## src/rtl/x_top_uart_pkg.sv

```systemverilog
// Shared types and byte constants for the UART-to-bus bridge.
package x_top_uart_pkg;

  typedef enum logic [2:0] {
    ST_IDLE,
    ST_ADDR,
    ST_DATA,
    ST_BUS,
    ST_RESP
  } state_t;

  localparam logic [7:0] CMD_WR  = 8'h57;
  localparam logic [7:0] CMD_RD  = 8'h52;
  localparam logic [7:0] RSP_ACK = 8'h4B;

endpackage

```

## src/rtl/x_top_uart_bridge.sv

```systemverilog
// UART byte-frame to 32-bit bus bridge: 'W' addr data -> 'K',
// 'R' addr -> rdata, with an inter-byte timeout on partial frames.
module x_top_uart_bridge
  import x_top_uart_pkg::*;
#(
  parameter int p_timeout = 1200000
) (
  input  logic        i_clk,
  input  logic        i_nrst,
  input  logic        i_rx_valid,
  input  logic [7:0]  i_rx_data,
  output logic        o_tx_valid,
  output logic [7:0]  o_tx_data,
  input  logic        i_tx_accept,
  output logic        o_bus_valid,
  output logic        o_bus_we,
  output logic [31:0] o_bus_addr,
  output logic [31:0] o_bus_wdata,
  input  logic        i_bus_ready,
  input  logic [31:0] i_bus_rdata
);

  localparam int TW = $clog2(p_timeout);
  localparam logic [TW-1:0] TMO_LAST = TW'(p_timeout - 1);

  state_t      state;
  state_t      state_nx;
  logic        op_we;
  logic [1:0]  cnt;
  logic [TW-1:0] tmo;
  logic [31:0] addr;
  logic [31:0] wdata;
  logic [31:0] resp;
  logic        bus_valid;
  logic        tx_valid;
  logic [7:0]  tx_data;

  logic cmd_hit;
  logic rx_frame;
  logic rx_take;
  logic tmo_hit;
  logic bus_done;
  logic tx_xfer;
  logic tx_last;

  assign cmd_hit  = i_rx_valid &
                    ((i_rx_data == CMD_WR) |
                     (i_rx_data == CMD_RD));
  assign rx_frame = (state == ST_ADDR) |
                    (state == ST_DATA);
  assign rx_take  = rx_frame & i_rx_valid;
  // An arriving byte outranks the expiring counter.
  assign tmo_hit  = rx_frame & ~i_rx_valid &
                    (tmo == TMO_LAST);
  assign bus_done = bus_valid & i_bus_ready;
  assign tx_xfer  = tx_valid & i_tx_accept;
  assign tx_last  = op_we | (cnt == 2'd3);

  always_ff @(posedge i_clk or negedge i_nrst) begin
    if (!i_nrst) state <= ST_IDLE;
    else         state <= state_nx;
  end

  always_comb begin
    state_nx = state;
    case (state)
      ST_IDLE:
        if (cmd_hit) state_nx = ST_ADDR;
      ST_ADDR:
        if (rx_take && cnt == 2'd3)
          state_nx = op_we ? ST_DATA : ST_BUS;
        else if (tmo_hit)
          state_nx = ST_IDLE;
      ST_DATA:
        if (rx_take && cnt == 2'd3)
          state_nx = ST_BUS;
        else if (tmo_hit)
          state_nx = ST_IDLE;
      ST_BUS:
        if (bus_done) state_nx = ST_RESP;
      ST_RESP:
        if (tx_xfer && tx_last) state_nx = ST_IDLE;
      default:
        state_nx = ST_IDLE;
    endcase
  end

  always_ff @(posedge i_clk or negedge i_nrst) begin
    if (!i_nrst) begin
      op_we     <= 1'b0;
      cnt       <= 2'd0;
      tmo       <= '0;
      addr      <= '0;
      wdata     <= '0;
      resp      <= '0;
      bus_valid <= 1'b0;
      tx_valid  <= 1'b0;
      tx_data   <= '0;
    end else begin
      tmo <= (rx_frame && !i_rx_valid && !tmo_hit) ?
             tmo + 1'b1 : '0;
      case (state)
        ST_IDLE:
          if (cmd_hit) begin
            op_we <= (i_rx_data == CMD_WR);
            cnt   <= 2'd0;
          end
        ST_ADDR, ST_DATA:
          if (i_rx_valid) begin
            cnt <= cnt + 2'd1;
            if (state == ST_ADDR)
              addr  <= {i_rx_data, addr[31:8]};
            else
              wdata <= {i_rx_data, wdata[31:8]};
          end else if (tmo_hit) begin
            cnt <= 2'd0;
          end
        ST_BUS:
          if (!bus_valid) begin
            bus_valid <= 1'b1;
          end else if (i_bus_ready) begin
            bus_valid <= 1'b0;
            if (!op_we) resp <= i_bus_rdata;
          end
        ST_RESP:
          if (!tx_valid) begin
            tx_valid <= 1'b1;
            tx_data  <= op_we ? RSP_ACK : resp[7:0];
            resp     <= resp >> 8;
          end else if (i_tx_accept) begin
            if (tx_last) begin
              tx_valid <= 1'b0;
              cnt      <= 2'd0;
            end else begin
              tx_data <= resp[7:0];
              resp    <= resp >> 8;
              cnt     <= cnt + 2'd1;
            end
          end
        default: ;
      endcase
    end
  end

  assign o_bus_valid = bus_valid;
  assign o_bus_we    = op_we;
  assign o_bus_addr  = addr;
  assign o_bus_wdata = wdata;
  assign o_tx_valid  = tx_valid;
  assign o_tx_data   = tx_data;

endmodule

```

## config.mk

```make
export PLATFORM = sky130hd
export DESIGN_NAME = x_top_uart_bridge
export DESIGN_NICKNAME = d
export VERILOG_FILES = /design/src/rtl/x_top_uart_pkg.sv /design/src/rtl/x_top_uart_bridge.sv
export SDC_FILE = /design/constraint.sdc
export NUM_CORES = 1
export LEC_CHECK = 0
export BUFFER_PORTS_ARGS = -buffer_cell sky130_fd_sc_hd__buf_2
export CAP_MARGIN = 10
export CORE_ASPECT_RATIO = 0.7
export CORE_MARGIN = 3
export CORE_UTILIZATION = 50
export DETAILED_ROUTE_END_ITERATION = 12
export GPL_TIMING_DRIVEN = 0
export PLACE_DENSITY = 0.86
export SLEW_MARGIN = 20
export SYNTH_ARGS = -nofsm -noshare
export SYNTH_HDL_FRONTEND = slang
export SYNTH_SLANG_ARGS = --single-unit
```

## constraint.sdc

```tcl
create_clock -name i_clk -period 6.3 [get_ports i_clk]
set_clock_uncertainty 0.05 [all_clocks]
set_input_delay 0.315 -clock i_clk [delete_from_list [all_inputs] [get_ports i_clk]]
set_output_delay 0.315 -clock i_clk [all_outputs]
set_load 0.005 [all_outputs]
```

==> flow_summary_export.csv <==
group,metric,value,unit
finish,fill_cells,834,
sta,rsz0062_at_grt,"false",
detailed_routing,drt_wl_total,13.2,mm
synthesis,synth_seq_area_share,56.7,%
synthesis,muxShareOfSynthArea,23.0,%
detailed_routing,ant_nets,0,
sta,hold_slack,119,ps
die,fp.dieH,96.7,um
power,power.leakage,0.00346,uW
setup_path,cp_slowest_cell,"clkbuf_1",
grt,first_global_vias,4364,
power,switching_share,30.1,%
sta,tns,0,ps
power,pwr-share-seq,44.9,%
power,clkPwrFrac,30.4,%
placement,io_buffers,119,
power,power_switching,892,uW
sta,slew_viol_final,0,
setup_path,path_max_fanout,10,
sta,hold_viol,0,
detailed_routing,vias,4239,
setup_path,r2r-start,"state[0]",
finish,finalInstanceArea,7250,um2
setup_path,slowest_delay,570,ps
synthesis,yosysWarnings,0,
grt,grt_pass1_wl,22.0,mm
synthesis,synth_xor_area_share,1.94,%
grt,antenna_found_initial,1,
synthesis,synth_seq_cells,133,
setup_path,crit_path_end,"resp[21]",
clock_network,path_clk_slew,60,ps
synthesis,avgSynthCellArea,13.0,um2
detailed_routing,firstDrtPassIters,5,
finish,nets,640,
die,die_w,135,um
clock_network,clock-sinks,133,
die,die-area,13100,um2
power,peakVddDrop,0.202,mV
sta,setup_viol,0,
setup_path,crit_chain,"buf_2, nor3b_4, clkbuf_1, mux2_2, mux2_1",
grt,grt_start_max_net_pins,107,
power,power.density,409,nW/um2
grt,globalRouteOverflowTotal,0,
synthesis,synthAdderAreaFrac,0.426,%
sta,max_slew_margin,55.2,%
finish,area_growth,23.5,%
sta,worst_slack,3870,ps
finish,drive_above_1_share,48.0,%
synthesis,synth-compound-area-share,5.24,%
detailed_routing,drt_iter0_markers,303,
setup_path,critPathLaunch,"state[0]",
synthesis,synth_cell_types,46,
setup_path,path_class,"flip-flop to flip-flop",
placement,dpl.hpwl,9.34,mm
setup_path,cp.required,6540,ps
sta,max_freq,412,MHz
setup_path,critPathArrivalTime,2670,ps
synthesis,yosys.area_share.simple,10.2,%
placement,pre_cts_ws,3890,ps
power,total_power,2970,uW
worst_hold_path,holdCritPathClass,"input port to flip-flop",
die,num_rows,32,
sta,fin_crit_sh,38.5,%
setup_path,worstReg2RegEnd,"resp[21]",
detailed_routing,wl_per_cell,17.3,um
clock_network,h-tree-depth,4,
placement,placed_cell_area,6690,um2
setup_path,reg2reg_slack,3870,ps
clock_network,clock_tree.buffer_depth,2,
power,power_frac_comb,24.7,%
placement,gp_congestion,0.836,
synthesis,synth_top_family_by_area,"multiplexers",
synthesis,syn_nets,500,
run_status,status,"finished, final reports clean",
clock_network,cts_buffers,17,
die,num_io_pins,120,
synthesis,syn_inst,453,
synthesis,synth.cell_area,5870,um2
setup_path,crit_path_end_kind,"flip-flop",
detailed_routing,drc_errors,0,
job,max_cap_violations,0,
clock_network,clk-insertion-delay-late,410,ps
sta,fin_crit,2430,ps
sta,tightest_slew,671,ps
setup_path,critPathLaunchType,"flip-flop",
power,intPower,2070,uW
die,start_util,52.2,%
setup_path,reg2reg_depth,5,
grt,grt_util_all_layers,20.9,%
clock_network,cts_tree,"yes",
clock_network,cts-root-buf,"clkbuf_16",
detailed_routing,vias_per_cell,5.58,
die,core-area,11300,um2
-- synthesized netlist by cell type (all sizes together) --
library cell  instances  area (um2)
o21a                  1        7.51
o21ai                12        60.1
inv                   8        30.0
a22o                  1        8.76
a31o                  2        17.5
and3                  3        18.8
nand2                12        45.0
a211o                 1        8.76
nor2b                 9        56.3
a31oi                 2        12.5
a21oi                15        75.1
xor2                  6        52.6
and2                  1        6.26
a21o                  2        15.0
nor3b                 2        26.3
or4b                  2        20.0
nand4bb               2        22.5
or3                   1        6.26
o41ai                 1        8.76
nor3                  6        30.0
mux2                120        1350
nand4b                2        17.5
o41a                  1        11.3
nand3                16        80.1
nor2                 26         100
and4                  1        8.76
nand4                 5        31.3
a21boi                1        7.51
nor4bb                2        20.0
o211ai                2        15.0
or4                   8        63.8
nor4                  4        25.0
ha                    2        25.0
xnor2                 7        61.3
buf                  15        82.6
dfrtp               133        3330
clkbuf                8        30.0
nand3b                3        22.5
o31ai                 8        60.1
-- cells by family after synthesis --
family,Yosys count
XOR/XNOR,13
adder cells (fa/ha/maj),2
multiplexers,120
AO/OA/AOI/OAI,49
flip-flops,133
AND/OR/NAND/NOR,105
buffers and inverters,31
-- how the worst min path moves through the flow --
stage / from / end / slack, ps / cells past startpoint
after floorplan: i_nrst / cnt[0] / -30 / 0
after global placement: tmo[0] / tmo[0] / 410 / 1
after detailed placement: i_nrst / o_bus_wdata[1] / 130 / 1
after CTS: i_rx_data[4] / o_bus_addr[28] / 110 / 2
after global routing: i_rx_data[6] / o_bus_wdata[30] / 120 / 2
final: i_rx_data[4] / o_bus_addr[28] / 120 / 2
-- cells in the final DEF (no fill, tap or decap), drive strengths merged, types with 2 or more instances in the layout --
cell / n
buf: 135
dfrtp: 133
mux2: 120
clkbuf: 27
nor2: 26
nand3: 16
a21oi: 15
nand2: 12
o21ai: 12
inv: 12
nor2b: 9
o31ai: 8
or4: 8
clkinv: 8
xnor2: 7
nor3: 6
xor2: 6
nand4: 5
nor4: 4
and3: 3
nand3b: 3
nand4bb: 2
nand4b: 2
a21o: 2
nor4bb: 2
a31o: 2
a31oi: 2
o211ai: 2
ha: 2
or4b: 2
nor3b: 2
-- cell type report --
class / count / area [um2] / area share, %
clock buffer: 19 / 443 / 6.11
antenna: 1 / 2.50 / 0.0345
clock inverter: 13 / 100 / 1.38
tap: 153 / 191 / 2.64
sequential: 133 / 3330 / 45.9
buffer: 23 / 113 / 1.55
timing repair buffer: 121 / 643 / 8.87
inverter: 8 / 30.0 / 0.414
multi-input combinational: 289 / 2400 / 33.1
-- through the flow --
stage / cells / util [%]
6_report: 760 / 64.4
3_3_place_gp: 725 / 59.2
4_1_cts: 759 / 64.4
3_5_place_dp: 726 / 59.5
2_1_floorplan: 453 / -
5_1_grt: 760 / 64.4
-- power by group through the flow --
stage          combinational (uW)  clock [uW]  sequential [uW]
6_report                      733         900             1330
5_1_grt                       811         952             1370
4_1_cts                       744         913             1330
3_5_place_dp                  735           0             1340
3_3_place_gp                  700           0             1320
2_1_floorplan                 431           0             1300
-- routing by layer --
metal | up-vias | GRT usage (%) | wire [um]
met5 | - | 0 | 0
met4 | 0 | 6.04 | 161
met3 | 21 | 4.26 | 657
met2 | 140 | 34.0 | 6520
met1 | 2155 | 28.5 | 5850
li1 | 1923 | - | -
-- registers in the layout, summed over array words and instances (netlist names) --
signal,flops
resp,32
o_bus_valid,1
state,3
tmo,21
o_tx_data,8
o_bus_we,1
o_bus_addr,32
cnt,2
o_bus_wdata,32
o_tx_valid,1
-- worst max-delay path, delay by kind of cell (launching register included) --
kind / cells / cell delay [ps]
buffers and inverters: 2 / 760
multiplexers: 2 / 680
AND/OR/NAND/NOR: 1 / 460
flip-flops: 1 / 350
-- what timing repair did --
| item | 4_1_cts | 5_1_grt |
|---|---|---|
| hold endpoints to repair | 27 | 0 |
| endpoints found under the setup margin | 0 | 0 |
| hold buffers | 1 | 0 |
| setup buffers | 0 | 0 |
| gates resized for setup | 0 | 0 |
(Power assumes the default switching activity.)
